**config.mk**
```make
export PLATFORM = sky130hd
export DESIGN_NAME = hex_scroller
export DESIGN_NICKNAME = d
export VERILOG_FILES = /design/src/rtl/hex_scroller_pkg.sv /design/src/rtl/seg7_char_dec.sv /design/src/rtl/hex_scroller.sv
export SDC_FILE = /design/constraint.sdc
export NUM_CORES = 1
export LEC_CHECK = 0
export CAP_MARGIN = 0
export CORE_MARGIN = 2
export CORE_UTILIZATION = 50
export CTS_CLUSTER_DIAMETER = 40
export DETAILED_ROUTE_END_ITERATION = 10
export PLACE_DENSITY = 0.75
export RECOVER_POWER = 50
export SYNTH_ARGS = -nofsm -noshare
export SYNTH_HDL_FRONTEND = slang
export SYNTH_SLANG_ARGS = --single-unit
```
**constraint.sdc**
```tcl
create_clock -name clk -period 3.5 [get_ports clk]
set_input_delay 0.7 -clock clk [delete_from_list [all_inputs] [get_ports clk]]
set_output_delay 0.7 -clock clk [all_outputs]
set_load 0.03 [all_outputs]
```
**src/rtl/hex_scroller_pkg.sv**
```systemverilog
// Shared character codes, segment patterns and width helper for the hex_scroller slice.
// Segment vectors are active low, ordered {a,b,c,d,e,f,g}.
package hex_scroller_pkg;

    localparam logic [2:0] CH_H     = 3'b000;
    localparam logic [2:0] CH_E     = 3'b001;
    localparam logic [2:0] CH_L     = 3'b010;
    localparam logic [2:0] CH_O     = 3'b011;
    localparam logic [2:0] CH_BLANK = 3'b111;

    localparam logic [6:0] SEG_H     = 7'b1001000;
    localparam logic [6:0] SEG_E     = 7'b0110000;
    localparam logic [6:0] SEG_L     = 7'b1110001;
    localparam logic [6:0] SEG_O     = 7'b0000001;
    localparam logic [6:0] SEG_BLANK = 7'b1111111;

    // Index width that never collapses to zero bits for single-entry structures.
    function automatic int clog2_min1(input int n);
        return (n <= 1) ? 1 : $clog2(n);
    endfunction

endpackage

```
**src/rtl/seg7_char_dec.sv**
```systemverilog
// Combinational character-code to active-low seven-segment decoder.
// Codes wider than 3 bits with any upper bit set decode as blank.
module seg7_char_dec
    import hex_scroller_pkg::*;
#(
    parameter int CHAR_W = 3
) (
    input  logic [CHAR_W-1:0] code,
    output logic [6:0]        seg
);

    always_comb begin
        seg = SEG_BLANK;
        case (code)
            CHAR_W'(CH_H): seg = SEG_H;
            CHAR_W'(CH_E): seg = SEG_E;
            CHAR_W'(CH_L): seg = SEG_L;
            CHAR_W'(CH_O): seg = SEG_O;
            default:       seg = SEG_BLANK;
        endcase
    end

endmodule

```
**src/rtl/hex_scroller.sv**
```systemverilog
// Scrolls a run-time writable message of character codes across NUM_DIGITS seven-segment digits.
// Optional blink gating is compiled in with `define HEX_SCROLLER_BLINK_EN (adds the blink input).
module hex_scroller
    import hex_scroller_pkg::*;
#(
    parameter int NUM_DIGITS = 8,
    parameter int MSG_LEN    = 8,
    parameter int CHAR_W     = 3,
    parameter int TICK_DIV   = 50000000
) (
    input  logic                             clk,
    input  logic                             rst_n,
    input  logic                             run,
    input  logic                             dir,
    input  logic                             step,
`ifdef HEX_SCROLLER_BLINK_EN
    input  logic                             blink,
`endif
    input  logic                             wr_en,
    input  logic [clog2_min1(MSG_LEN)-1:0]   wr_addr,
    input  logic [CHAR_W-1:0]                wr_data,
    output logic [7*NUM_DIGITS-1:0]          hex,
    output logic [clog2_min1(MSG_LEN)-1:0]   offset,
    output logic                             tick
);

    localparam int AW = clog2_min1(MSG_LEN);
    localparam int DW = clog2_min1(TICK_DIV);

    logic [DW-1:0]           div_cnt;
    logic [AW-1:0]           offset_q;
    logic [AW-1:0]           offset_nxt;
    logic                    adv;
    logic                    blank_now;
    logic [CHAR_W-1:0]       msg [MSG_LEN];
    logic [7*NUM_DIGITS-1:0] seg_flat;
    logic [7*NUM_DIGITS-1:0] hex_q;

    function automatic logic [CHAR_W-1:0] init_char(input int i);
        case (i)
            0:       return CHAR_W'(CH_H);
            1:       return CHAR_W'(CH_E);
            2, 3:    return CHAR_W'(CH_L);
            4:       return CHAR_W'(CH_O);
            default: return '1;
        endcase
    endfunction

    assign tick = (div_cnt == DW'(TICK_DIV - 1));

    // NOTE: sequential state uses non-blocking assignments so every register samples pre-edge values.
    always_ff @(posedge clk or negedge rst_n) begin
        if (!rst_n)    div_cnt <= '0;
        else if (tick) div_cnt <= '0;
        else           div_cnt <= div_cnt + DW'(1);
    end

    assign adv = run ? tick : step;

    always_comb begin
        offset_nxt = offset_q;
        if (adv && (MSG_LEN > 1)) begin
            if (!dir) offset_nxt = (offset_q == AW'(MSG_LEN - 1)) ? '0 : offset_q + AW'(1);
            else      offset_nxt = (offset_q == '0) ? AW'(MSG_LEN - 1) : offset_q - AW'(1);
        end
    end

    always_ff @(posedge clk or negedge rst_n) begin
        if (!rst_n) offset_q <= '0;
        else        offset_q <= offset_nxt;
    end

    assign offset = offset_q;

    // NOTE: the buffer is a register file, not RAM, so it can carry the HELLO reset image.
    always_ff @(posedge clk or negedge rst_n) begin
        if (!rst_n) begin
            for (int i = 0; i < MSG_LEN; i++) msg[i] <= init_char(i);
        end else if (wr_en && (int'(wr_addr) < MSG_LEN)) begin
            msg[wr_addr] <= wr_data;
        end
    end

    // Each digit's distance from the window start is folded mod MSG_LEN at elaboration,
    // so at run time a single conditional subtract wraps the index.
    for (genvar k = 0; k < NUM_DIGITS; k++) begin : g_digit
        localparam int CDIST = (NUM_DIGITS - 1 - k) % MSG_LEN;
        logic [AW:0]   sum;
        logic [AW-1:0] idx;

        assign sum = {1'b0, offset_q} + (AW+1)'(CDIST);
        assign idx = (sum >= (AW+1)'(MSG_LEN)) ? AW'(sum - (AW+1)'(MSG_LEN)) : sum[AW-1:0];

        seg7_char_dec #(.CHAR_W(CHAR_W)) u_dec (
            .code (msg[idx]),
            .seg  (seg_flat[7*k +: 7])
        );
    end

`ifdef HEX_SCROLLER_BLINK_EN
    logic phase;

    always_ff @(posedge clk or negedge rst_n) begin
        if (!rst_n)    phase <= 1'b0;
        else if (tick) phase <= ~phase;
    end

    assign blank_now = blink & phase;
`else
    assign blank_now = 1'b0;
`endif

    always_ff @(posedge clk or negedge rst_n) begin
        if (!rst_n)         hex_q <= '1;
        else if (blank_now) hex_q <= '1;
        else                hex_q <= seg_flat;
    end

    assign hex = hex_q;

endmodule

```
Yosys cells after proc, flatten, opt, wreduce, memory -nomap -nowiden --
Cells that the tools add are included. W data, S select, Z words.
Storage, ports and cells: bits in registers 109, latch bits 0, bits in writable memories 0, memory bits (read-only) 0, input bits 12, word-level logic and storage cells 140, memories kept 0
Operators by class: $add $sub $neg 18, $mul 0, divide/modulo/power cells 0, magnitude comparators 18, equality and inequality tests 26, shifts and indexed selects 0, muxes and demuxes 48, bitwise operators 9, reductions and logical operators 10
Operators by type and width (number):
- $pmux W7 S4 | 8
- $mux W3 | 28
- $bmux W3 S3 | 8
- $ge A4 B4 Y1 const B | 16
- $eq A3 B2 Y1 const B | 16
- $not A3 Y4 | 9
- $logic_not A3 Y1 | 9
- $sub A3 B1 Y3 const B | 9
- $add A26 B1 Y26 const B | 1
- $eq A26 B26 Y1 const B | 1
- $mux W26 | 1
- $bwmux W24 | 1
- $eq A3 B1 Y1 const B | 8
- $add A3 B3 Y4 const B | 4
- $demux W3 S3 | 1
- $add A3 B2 Y4 const B | 2
- $add A3 B1 Y4 const B | 1
- $ge A3 B4 Y1 const B | 1
- $lt A4 B1 Y1 const B | 1
- $add A3 B1 Y3 const B | 1
- $eq A3 B3 Y1 const B | 1
- $logic_and A1 B1 Y1 | 1
- $mux W1 | 1

Depth between registers and ports, before layout --
depth in word-level cells 9, depth in mapped cells 9, gate-level depth less buffers 6

Modules after synthesis --
From an unflattened synthesis, not the netlist that was laid out.
Unflattened totals: cell total of the unflattened synthesis 422, area, all modules 5333.9 µm²
Modules (own cells, without submodules):
- hex_scroller | times used 1, cells each 358, area an instance 4903.5 µm², sequential area each 2815.2 µm²
- seg7_char_dec | times used 8, cells each 8, area an instance 53.8 µm², sequential area each 0.0 µm²

Worst setup path before layout --
Ideal clock, no wire load.
path type register to register, start point register offset_q[1], in the netlist offset[1], end point register hex_q[33], in the netlist hex[33], data arrival time 2.877 ns, data required time 3.409 ns, setup slack 0.532 ns, cell stages (with the launch flop) 10, clock period less this slack 2.968 ns, cell sequence dfrtp_1 -> clkbuf_1 -> clkbuf_1 -> inv_1 -> ha_1 -> clkbuf_1 -> mux4_2 -> mux2i_1 -> xnor2_1 -> nand2_1
On the way: cells in the longest elaborated chain, start to end 9
Ends and longest elaborated chain:
- start: declaration | RTL line hex_scroller.sv:31 | logic [AW-1:0] offset_q;
- start signal: assignment | RTL line hex_scroller.sv:70 | else offset_q <= offset_nxt;
- $add A3 B2 Y4 (*) | RTL line hex_scroller.sv:91 | assign sum = {1'b0, offset_q} + (AW+1)'(CDIST);
- $ge A4 B4 Y1 / $sub A3 B1 Y3 (equally long branches) | RTL line hex_scroller.sv:92 | assign idx = (sum >= (AW+1)'(MSG_LEN)) ? AW'(sum - (AW+1)'(MSG_LEN)) : sum[AW-1:0];
- $mux W3 (*) | RTL line hex_scroller.sv:92
- $not A3 Y4 (not written as such) (*) | RTL line hex_scroller.sv:95 | .code (msg[idx]),
- $bmux W3 S3 (*) | RTL line hex_scroller.sv:95
- $mux W3 (not written as such) (*) (2 in series) | RTL line hex_scroller.sv:95
- $eq A3 B2 Y1, or another cell as far along | RTL line seg7_char_dec.sv:14 | case (code)
- $pmux W7 S4 (*) | RTL line seg7_char_dec.sv:14
- end signal: assignment | RTL line hex_scroller.sv:116 | else hex_q <= seg_flat;
- end: declaration | RTL line hex_scroller.sv:37 | logic [7*NUM_DIGITS-1:0] hex_q;
Every way passes the cells marked *; elsewhere a longest branch is shown, timed or not. The select of a mux whose other input is x is not followed. A chain may end at the register's enable or synchronous reset.

Worst setup path in the final report --
start point register div_cnt[7], end point output port tick
On the way: cells in the longest elaborated chain, start to end 1
Ends and longest elaborated chain:
- start: declaration | RTL line hex_scroller.sv:30 | logic [DW-1:0] div_cnt;
- start signal: assignment | RTL line hex_scroller.sv:55 | else div_cnt <= div_cnt + DW'(1);
- $eq A26 B26 Y1 | RTL line hex_scroller.sv:49 | assign tick = (div_cnt == DW'(TICK_DIV - 1));
- end: declaration | RTL line hex_scroller.sv:24 | output logic tick
No other way between the ends.

==> reports/results.ini <==
[setup_path]
crit_path_start_kind = register
crit_required_ns = 2.80
criticalPathCategory = reg2out
end_kind = output port
arrival_ns = 2.35
reg2reg_depth = 6
reg2reg_from = offset[0]
ff2ff_setup_slack_ns = 1.11
startpoint = div_cnt[7]
cp_max_fo = 5

[synth]
synth.area.top_cells = dfstp_2 30%, dfrtp_1 20%, mux4_2 11%, mux2_2 6.1%, mux2i_1 5.7%
ys_seq_area_share_pct = 50.1
ys_ff_latch = 93
synth_top_area_share_pct = 29.7
synth_edf_count = 0
synth_cell_types = 40
syn_avg_cell_area_um2 = 12.5
syn-cell-area_mm2 = 0.00478
synthFlopType = dfstp_2
synthesis.nets = 401
synth_warnings = 0
yosys.area.top_type = dfstp_2
netlist_instances = 384
synthArstFlopShare_pct = 100

[sta]
fin_crit_ns = 3.05
fmax_ghz = 0.328
slew-limit-headroom_pct = 0.697
drv_slew = 0
worstMarginPinSlew_ns = 1.49
hold_ws_ns = 0.494
fin_tns_setup_ns = 0
worst_slack_ns = 0.451
setup_viol = 0
rsz0062_at_grt = false
hold_viol_final = 0
fin_crit_sh_pct = 87.1
finClkSkew_ns = 0.0152

[drt]
post_drt_via_cell_ratio = 5.49
num_vias = 3170
ant_nets = 0
drt-pass1-iter-count = 4
wl_per_cell_um = 16.4
wirelength_um = 9470
drcViolationCount = 0
drtIter0Drc = 107

[final_layout]
final_core_util_pct = 61.4
fin_nets = 460
layout-drive-gt1-share_pct = 27.7
antennaDiodeCount = 0
syn_to_final_growth_pct = 18.7
final_common_cell = clkdlybuf4s50_1
layout_common_cells = 69 x clkdlybuf4s50_1, 54 x dfstp_2, 44 x nand2_1, 39 x dfrtp_1, 27 x mux2i_1

[clock_tree]
cts_buffers = 9
htreeDepth = 3
clock_latency_ns = 0.35
cts.hold.buffers_added = 0
clock-sinks = 93
cts_setup_buffers = 0
path_clk_slew_ns = 0.08
cts_root_buf = clkbuf_8
cts_tree = built
ctsResizeCount = 0
cts_buffer_depth = 2

[power_and_ir_drop]
pwr-share-seq_pct = 29.8
ir_drop_mv = 0.443
p_int_uw = 3520
power_density_mw_per_mm2 = 1070
pwr-share-clk_pct = 11.2
switching_share_pct = 42.1
power_switching_uw = 2570
power_frac_comb_pct = 59.0
p_leak_uw = 0.00234

[global_route]
antenna_found_initial = 0
overflow = 0
grt-busiest-layer = met2
met3_usage_pct = 3.80
met2_usage_pct = 31.9
grt_max_degree = 63
grt_usage_pct = 19.4
grt_pass1_vias = 3102
grt_use_met1_pct = 26.7
grt_pass1_wl_um = 15700

[place]
io_buffers = 71
post-place-ws_ns = 0.818
routabilityCongestion = 0.791
hpwl_um = 7000

[die]
num_rows = 35
ios = 72
die_h_um = 102
dieArea_mm2 = 0.0104
start_util_pct = 51.8
die_width_um = 102
coreArea_mm2 = 0.00924

[worst_hold_path]
worstHoldStart = div_cnt[18]
hp-class = reg2reg
hold_depth = 1

[run_status]
status = finished clean

[run]
drv_cap = 0

## layer usage
layer / vias to the layer above / wire [um] / part of all wire (%)
li1: 1488 / - / -
met1: 1600 / 4170 / 44
met2: 73 / 4850 / 51
met3: 9 / 326 / 3.4
met4: 0 / 128 / 1.4
met5: - / 0 / 0
## synth_stat cells (2+ instances only)
cell type,number
nor4_1,2
mux4_2,24
dfrtp_1,39
xor2_1,11
nor3_1,8
or4_1,4
nand3_1,9
xnor2_1,15
mux2_2,26
buf_4,16
mux2i_1,27
inv_1,16
and4_1,2
nand2b_1,10
nor2_1,9
nor3b_1,2
clkbuf_1,6
ha_1,5
nor4bb_1,2
dfstp_2,54
o21ai_0,7
and3_1,3
buf_2,4
nand4_1,5
o31ai_1,5
nand4b_1,3
a21oi_1,9
or3_1,5
nand4_2,2
nand2_1,44
## stage by stage
stage,power [uW],area (um^2),std cells
2_1_floorplan,4480,4780,384
3_3_place_gp,5330,5510,561
3_5_place_dp,5450,5510,561
4_1_cts,6140,5700,577
5_1_grt,6490,5680,577
6_report,6090,5680,577
## flip-flops by register name, summed over array words and instances (netlist names)
register,cells
hex,40
div_cnt,26
offset,3
msg,24
## final timing paths
kind,end
min reg2reg,div_cnt[18]
max,tick
max reg2reg,hex[5]
min,div_cnt[18]
min in group asynchronous,div_cnt[13]
max in group asynchronous,hex[40]
## power groups by stage
stage | combinational, uW | sequential (uW) | clock [uW]
CTS | 3620 | 1820 | 703
floorplan | 2220 | 2260 | 0
global placement | 3520 | 1810 | 0
global route | 3880 | 1860 | 755
detailed placement | 3610 | 1840 | 0
finish | 3590 | 1810 | 682
## critical path, cell delays in order (launching register included)
cell             delay (ns)
dfrtp_1                0.45
nor4bb_1               0.35
nand4_1                0.25
nor3_1                 0.26
clkdlybuf4s50_1        0.70
## logic make-up (layout without fill, tap and decap cells)
family                     after synthesis  in the layout  synth area share, %
and+or+nand+nor                        114            114                 12.7
muxes                                   77             77                 23.1
buffers and inverters                   44            108                 4.97
AOI/OAI and AO/OA                       25             25                 3.09
xor gates and xnor gates                26             26                 4.76
adders and majority gates                5              5                 1.31
DFF                                     93             93                 50.1
## cell type report
cell class / instances / area (um^2)
inverter: 16 / 60.1
fill: 717 / 3560
sequential: 93 / 2390
multi-input combinational: 247 / 2140
tap: 129 / 161
clock inverter: 4 / 48.8
clock buffer: 12 / 135
timing repair buffer: 76 / 736
Power figures use the tool's default switching activity.
